**src/rtl/inv_mix_columns_seq.sv**
```systemverilog
// Column-serial AES (Inv)MixColumns stage: one 4-byte column per clock,
// 16-byte state in and out over valid/ready handshakes.
module inv_mix_columns_seq #(
   parameter int MODE = 1
) (
   input  logic         sys_clk,
   input  logic         sys_rst,
   input  logic         in_valid,
   output logic         in_ready,
   input  logic [127:0] state_in,
   output logic         out_valid,
   input  logic         out_ready,
   output logic [127:0] state_out,
   output logic         busy
);

   typedef enum logic [1:0] {
      S_IDLE,
      S_CALC,
      S_DONE
   } state_t;

   state_t       r_state;
   state_t       w_state_nxt;
   logic [1:0]   r_col;
   logic [127:0] r_work;
   logic [127:0] r_out;
   logic [127:0] w_work_nxt;
   logic [31:0]  w_col_in;
   logic [31:0]  w_col_out;
   logic         w_accept;
   logic         w_last;

   function automatic logic [7:0] xt(input logic [7:0] b);
      return {b[6:0], 1'b0} ^ (b[7] ? 8'h1b : 8'h00);
   endfunction

   logic [7:0] w_a  [4];
   logic [7:0] w_x2 [4];
   logic [7:0] w_b  [4];

   for (genvar r = 0; r < 4; r++) begin : g_byte
      assign w_a[r]  = w_col_in[8*r +: 8];
      assign w_x2[r] = xt(w_a[r]);
      assign w_col_out[8*r +: 8] = w_b[r];
   end

   if (MODE == 1) begin : g_inv
      logic [7:0] w_x4 [4];
      logic [7:0] w_x8 [4];
      logic [7:0] w_m9 [4];
      logic [7:0] w_mb [4];
      logic [7:0] w_md [4];
      logic [7:0] w_me [4];
      for (genvar r = 0; r < 4; r++) begin : g_mul
         assign w_x4[r] = xt(w_x2[r]);
         assign w_x8[r] = xt(w_x4[r]);
         assign w_m9[r] = w_x8[r] ^ w_a[r];
         assign w_mb[r] = w_x8[r] ^ w_x2[r] ^ w_a[r];
         assign w_md[r] = w_x8[r] ^ w_x4[r] ^ w_a[r];
         assign w_me[r] = w_x8[r] ^ w_x4[r] ^ w_x2[r];
      end
      for (genvar r = 0; r < 4; r++) begin : g_row
         assign w_b[r] = w_me[r]
                       ^ w_mb[(r+1)%4]
                       ^ w_md[(r+2)%4]
                       ^ w_m9[(r+3)%4];
      end
   end else begin : g_fwd
      for (genvar r = 0; r < 4; r++) begin : g_row
         assign w_b[r] = w_x2[r]
                       ^ w_x2[(r+1)%4] ^ w_a[(r+1)%4]
                       ^ w_a[(r+2)%4]
                       ^ w_a[(r+3)%4];
      end
   end

   // single shared column datapath, steered by r_col
   always_comb begin
      w_col_in   = r_work[{r_col, 5'b0} +: 32];
      w_work_nxt = r_work;
      w_work_nxt[{r_col, 5'b0} +: 32] = w_col_out;
   end

   assign in_ready  = (r_state == S_IDLE)
                    | ((r_state == S_DONE) & out_ready);
   assign w_accept  = in_valid & in_ready;
   assign w_last    = (r_state == S_CALC) & (r_col == 2'd3);
   assign out_valid = (r_state == S_DONE);
   assign busy      = (r_state == S_CALC);
   assign state_out = r_out;

   always_comb begin
      w_state_nxt = r_state;
      unique case (r_state)
         S_IDLE: if (w_accept) w_state_nxt = S_CALC;
         S_CALC: if (r_col == 2'd3) w_state_nxt = S_DONE;
         S_DONE: begin
            if (out_ready) begin
               w_state_nxt = in_valid ? S_CALC : S_IDLE;
            end
         end
         default: w_state_nxt = S_IDLE;
      endcase
   end

   always_ff @(posedge sys_clk or negedge sys_rst) begin
      if (!sys_rst) begin
         r_state <= S_IDLE;
         r_col   <= 2'd0;
         r_work  <= '0;
         r_out   <= '0;
      end else begin
         r_state <= w_state_nxt;
         if (w_accept) begin
            r_work <= state_in;
            r_col  <= 2'd0;
         end else if (r_state == S_CALC) begin
            r_work <= w_work_nxt;
            r_col  <= r_col + 2'd1;
         end
         if (w_last) begin
            r_out <= w_work_nxt;
         end
      end
   end

endmodule

```
**config.mk**
```make
export PLATFORM = sky130hd
export DESIGN_NAME = inv_mix_columns_seq
export DESIGN_NICKNAME = d
export VERILOG_FILES = /design/src/rtl/inv_mix_columns_seq.sv
export SDC_FILE = /design/constraint.sdc
export NUM_CORES = 1
export LEC_CHECK = 0
export CAP_MARGIN = 20
export CORE_MARGIN = 2
export CORE_UTILIZATION = 42
export DETAILED_ROUTE_END_ITERATION = 8
export HOLD_SLACK_MARGIN = 0.1
export PLACE_DENSITY_LB_ADDON = 0.3
export SLEW_MARGIN = 20
export SYNTH_ARGS = -nofsm -noshare
export SYNTH_HDL_FRONTEND = slang
export SYNTH_SLANG_ARGS = --single-unit
```
**constraint.sdc**
```tcl
create_clock -name sys_clk -period 3.4 [get_ports sys_clk]
set_input_delay 0.51 -clock sys_clk [delete_from_list [all_inputs] [get_ports sys_clk]]
set_output_delay 0.51 -clock sys_clk [all_outputs]
set_load 0.1 [all_outputs]
```
== Word-level counts from Yosys, hierarchy flattened ==
Cells that the tools add are included.

* Add/sub/neg operators: 2
* Equality and inequality tests: 6
* Shift operators: 3
* Muxes and demuxes: 22
* Bitwise logic cells: 52
* Reduce and logical (&&, ||, !) cells: 3

{| class="wikitable"
|+ Operators by type and width
! cell !! count
|-
| $xor A8 B8 Y8 || 36
|-
| $mux W128 || 2
|-
| $bwmux W128 || 1
|-
| $shift A32 B9 Y128 const A || 1
|-
| $shiftx A128 B8 Y32 || 1
|-
| $shiftx A32 B9 Y128 || 1
|-
| $xor A8 B5 Y8 || 12
|-
| $mux W5 || 12
|-
| $mux W2 || 5
|-
| $neg A7 Y9 || 1
|-
| $pmux W2 S3 || 1
|-
| $eq A2 B2 Y1 const B || 2
|-
| $ne A2 B1 Y1 const B || 2
|-
| $and A1 B1 Y1 || 3
|-
| $reduce_and A3 Y1 || 1
|-
| $add A2 B1 Y2 const B || 1
|-
| $eq A2 B1 Y1 const B || 1
|-
| $logic_not A2 Y1 || 1
|-
| $ne A2 B2 Y1 const B || 1
|-
| $reduce_bool A2 Y1 || 1
|-
| $mux W1 || 1
|-
| $or A1 B1 Y1 || 1
|}

* Register bits: 260
* Bits of input ports: 132
* Output and inout port bits: 131
* Logic and storage cells: 92

== Logic depth before layout (Yosys ltp) ==
* Depth after elaboration: 16
* Gate-level depth with buffers: 11
* Depth with buffers taken out: 7

== Worst setup path after synthesis ==
OpenSTA, ideal clock, no wires.

* Kind: input to register
* From: in out_ready
* To: reg r_work[35]
* Setup time: 0.084 ns
* Arrival: 3.284 ns
* Required time: 3.316 ns
* Slack: 0.031 ns
* Stages on the path: 8
* Path buffers: 3
* Cell sequence: inv_1 -> a21oi_1 -> and2_1 -> clkbuf_1 -> clkbuf_1 -> clkbuf_1 -> a22oi_1 -> o21ai_1

* Longest elaborated chain between the ends: 4
* Elaborated cells on any way between the ends: 5
* Classes of those cells: 1 x mux; 3 x bitwise; 1 x reduce/logical

{| class="wikitable"
|+ RTL lines
! item !! line !! RTL
|-
| from (decl) || 12 || <nowiki>input logic out_ready,</nowiki>
|-
| $and A1 B1 Y1 (*) || 86 || <nowiki>| ((r_state == S_DONE) & out_ready);</nowiki>
|-
| $or A1 B1 Y1 (*) || 86 ||
|-
| via in_ready || 9 || <nowiki>output logic in_ready,</nowiki>
|-
| $and A1 B1 Y1 (*) || 87 || <nowiki>assign w_accept = in_valid & in_ready;</nowiki>
|-
| $mux W128 / $reduce_bool A2 Y1 (equally long branches) || - ||
|-
| to (signal assigned) || 116 || <nowiki>r_work <= state_in;</nowiki>
|-
| to (signal assigned) || 119 || <nowiki>r_work <= w_work_nxt;</nowiki>
|-
| to (decl) || 26 || <nowiki>logic [127:0] r_work;</nowiki>
|}

The timed path passes the listed nets; every way through them passes the cells marked *.
A chain may end at the register's enable or synchronous reset.

== Worst setup path after layout ==
* From: reg r_col[0]
* To: reg r_out[62], in the netlist state_out[62]

* Longest elaborated chain between the ends: 12
* Elaborated cells on any way between the ends: 67
* Classes of those cells: 1 x add/sub; 1 x eq/ne; 3 x shift; 13 x mux; 49 x bitwise

{| class="wikitable"
|+ RTL lines
! item !! line !! RTL
|-
| from (decl) || 25 || <nowiki>logic [1:0] r_col;</nowiki>
|-
| from (signal assigned) || 120 || <nowiki>r_col <= r_col + 2'd1;</nowiki>
|-
| $shiftx A128 B8 Y32 || 80 || <nowiki>w_col_in = r_work[{r_col, 5'b0} +: 32];</nowiki>
|-
| $xor A8 B5 Y8 / $mux W5 (equally long branches) (2 in series) || 35 || <nowiki>return {b[6:0], 1'b0} ^ (b[7] ? 8'h1b : 8'h00);</nowiki>
|-
| $mux W5 / $xor A8 B5 Y8 (equally long branches) || 35 ||
|-
| $xor A8 B5 Y8 || 35 ||
|-
| $xor A8 B8 Y8, on equally long branches || 60, 61, 59 ||
|-
| $xor A8 B8 Y8, on equally long branches || 61, 59 ||
|-
| $xor A8 B8 Y8 || 65 || <nowiki>^ w_mb[(r+1)%4]</nowiki>
|-
| $xor A8 B8 Y8 || 66 || <nowiki>^ w_md[(r+2)%4]</nowiki>
|-
| $xor A8 B8 Y8 || 67 || <nowiki>^ w_m9[(r+3)%4];</nowiki>
|-
| $shiftx A32 B9 Y128 || 82 || <nowiki>w_work_nxt[{r_col, 5'b0} +: 32] = w_col_out;</nowiki>
|-
| $bwmux W128 || 82 ||
|-
| to (signal assigned) || 123 || <nowiki>r_out <= w_work_nxt;</nowiki>
|-
| to (decl) || 27 || <nowiki>logic [127:0] r_out;</nowiki>
|}

Several ways; a longest one is shown, not always the timed one.

==> impl_metrics.tcl <==
set metrics [dict create \
    fp-row-count 67 \
    required_ns 3.83 \
    chipWidth_um 189 \
    start_kind "register" \
    ys_ff_latch 260 \
    syn_nets 1478 \
    grt_pass1_vias 12600 \
    r2r-start "r_col[0]$_DFFE_PN0P_" \
    h-tree-depth 1 \
    timing.slew.headroom_pct 26.5 \
    io_buffers 262 \
    synth_async_sr_flop_share_pct 100 \
    synth_top_flop_cell "dfrtp_1" \
    core-area_mm2 0.0337 \
    synth_top_area_share_pct 45.1 \
    diodes 0 \
    final-setup-viol-count 0 \
    critPathMaxFanout 8 \
    hold_class "register to register" \
    ys_types 45 \
    dpl-instance-area_mm2 0.0183 \
    finalWorstSetupSlack_ns 0.0862 \
    cts_tree "done" \
    synth_top_area_cell "dfrtp_1" \
    r2r_end "state_out[62]$_DFFE_PN0P_" \
    synthesis.area_mm2 0.0144 \
    drcViolationCount 0 \
    r2r_setup_slack_ns 0.09 \
    numClockSinks 260 \
    hold_viol 0 \
    hold_depth 2 \
    grt_start_max_net_pins 129 \
    period_needed_ns 3.31 \
    routed_wirelength_um 52000 \
    max_freq_mhz 302 \
    nFillCells 2933 \
    synth_edf_count 0 \
    yosys-top-cells-count "dfrtp_1, nor2_1, a22oi_1" \
    clock-root-buffer "clkbuf_16" \
    synthTopCellsByArea "dfrtp_1, xnor2_1, a22oi_1" \
    track_usage_pct 28.7 \
    areaGrowthSynthToFinish_pct 33.3 \
    nets 1791 \
    synth_most_common_cell "dfrtp_1" \
    drt-initial-drc-count 1461 \
    path_clk_slew_ns 0.06 \
    worstSkewPairLatency_ns 0.56 \
    hold_start "state_out[64]$_DFFE_PN0P_" \
    cts_inserted_buffers 29 \
    die_h_um 189 \
    initial_core_util_pct 42.9 \
    clockBufferDepth 3 \
    final_max_slew_viol_count 0 \
    netlist_instances 1340 \
    holdWs_ns 0.477 \
    ant_nets 0 \
    end_kind "register" \
    post-place-ws_ns 0.0398 \
    gp_congestion 0.977 \
    fin_crit_sh_pct 97.5 \
    grt-ovfl-total 0 \
    status "finished clean" \
    grt_pass1_wl_um 78000 \
    antenna_found_initial 0 \
    dp_hpwl_um 36500 \
    min_to "state_out[64]$_DFFE_PN0P_" \
    dp_cells 2069 \
    instances_no_fill 2123 \
    ys_seq_area_share_pct 45.1 \
    worst_pin_slew_ns 1.10 \
    vias_per_cell 5.97 \
    arrival_ns 3.74 \
    wire_per_inst_um 24.5 \
    stdcell_area_mm2 0.0192 \
    clock_skew_ns 0.0174 \
    drv_cap 0 \
    ys_warn_count 0 \
    path_class "register to register" \
    rr_worst_depth 11 \
    drive_gt1_share_pct 16.5 \
    via_count 12700 \
    first_pass_iters 6 \
    die-area_mm2 0.0359 \
    synth.avg_cell_area_um2 10.8 \
    io_pins 263 \
]
registers in the layout, summed over array words and instances, names as in the netlist:
signal	count
r_work	128
state_out	128
r_col	2
r_state	2
worst max path at each step:
stage	startpoint	end	slack, ns	cells past startpoint
after global routing	r_col[0]$_DFFE_PN0P_	state_out[3]$_DFFE_PN0P_	-0.006	10
after global placement	r_col[0]$_DFFE_PN0P_	state_out[62]$_DFFE_PN0P_	-0.1	10
after floorplan	out_ready	r_work[35]$_DFFE_PN0P_	0.03	8
after CTS	r_col[0]$_DFFE_PN0P_	state_out[92]$_DFFE_PN0P_	0.03	8
final	r_col[0]$_DFFE_PN0P_	state_out[62]$_DFFE_PN0P_	0.09	11
after detailed placement	r_col[0]$_DFFE_PN0P_	state_out[84]$_DFFE_PN0P_	0.04	8
through the flow:
stage          utilization (%)  setup TNS, ns
2_1_floorplan                -              0
3_3_place_gp              54.2         -0.271
3_5_place_dp              54.2              0
4_1_cts                   57.0              0
5_1_grt                   57.1       -0.00746
6_report                  57.1              0
area by class of cell:
type	count	area, um2	area share, %
Clock buffer	45	856	4.45
Clock inverter	8	77.6	0.403
Inverter	15	56.3	0.293
Multi-Input combinational cell	957	7500	38.9
Sequential cell	260	6510	33.8
Tap cell	448	561	2.91
Timing Repair Buffer	390	3690	19.2
critical path, cell delays in order (launching register included):
cell       delay, ns
dfrtp_2         0.42
buf_12          0.14
mux4_1          0.55
buf_4           0.21
xnor2_2         0.16
buf_4           0.16
xnor2_1         0.27
xnor3_1         0.42
xor2_1          0.33
buf_4           0.24
a2bb2oi_1       0.20
o21ai_1         0.08
logic make-up (layout without fill, tap and decap cells):
kind of cell,count (synthesis),count (layout),synth area share [%]
AND/OR/NAND/NOR,273,273,8.06
XOR/XNOR,201,201,17.2
adder cells (fa/ha/maj),6,6,0.520
AO/OA/AOI/OAI,445,445,20.3
buffers and inverters,123,458,3.64
flip-flops,260,260,45.1
multiplexers,32,32,5.17
layer usage:
| layer | wire (um) | share of wire (%) | GRT usage [%] |
|---|---|---|---|
| met1 | 21500 | 41 | 40.8 |
| met2 | 24100 | 46 | 45.1 |
| met3 | 4950 | 9.5 | 5.06 |
| met4 | 1510 | 2.9 | 8.80 |
| met5 | 0 | 0 | 0 |
timing repair:
action | 4_1_cts | 5_1_grt
pin swaps | 0 | 0
gates resized for setup | 4 | 11
setup endpoints to repair | 3 | 20
buffers inserted | 0 | 0
endpoints found under the hold margin | 86 | 0
hold buffers | 1 | 0
placed cells by master (no fill, tap or decap), drive strengths merged, types with 2 or more instances in the layout:
cell and count:
dfrtp 260, clkdlybuf4s50 244, o21ai 149, buf 145, nor2 133, xnor2 129, a22oi 126, nand2 72
a21oi 63, a221oi 52, clkbuf 45, xor2 36, mux4 32, xnor3 32, nand3 28, o211ai 24
nand2b 18, inv 16, a2bb2oi 14, or2 7, o221ai 6, o21a 6, ha 6, xor3 4
and3 4, clkinv 4, o31ai 4, nor2b 3, nor4 3, clkinvlp 2, and2 2
Power is left out: the tool's default activity adds up to more than one toggle a clock period on the data nets, which glitch-free logic cannot reach.
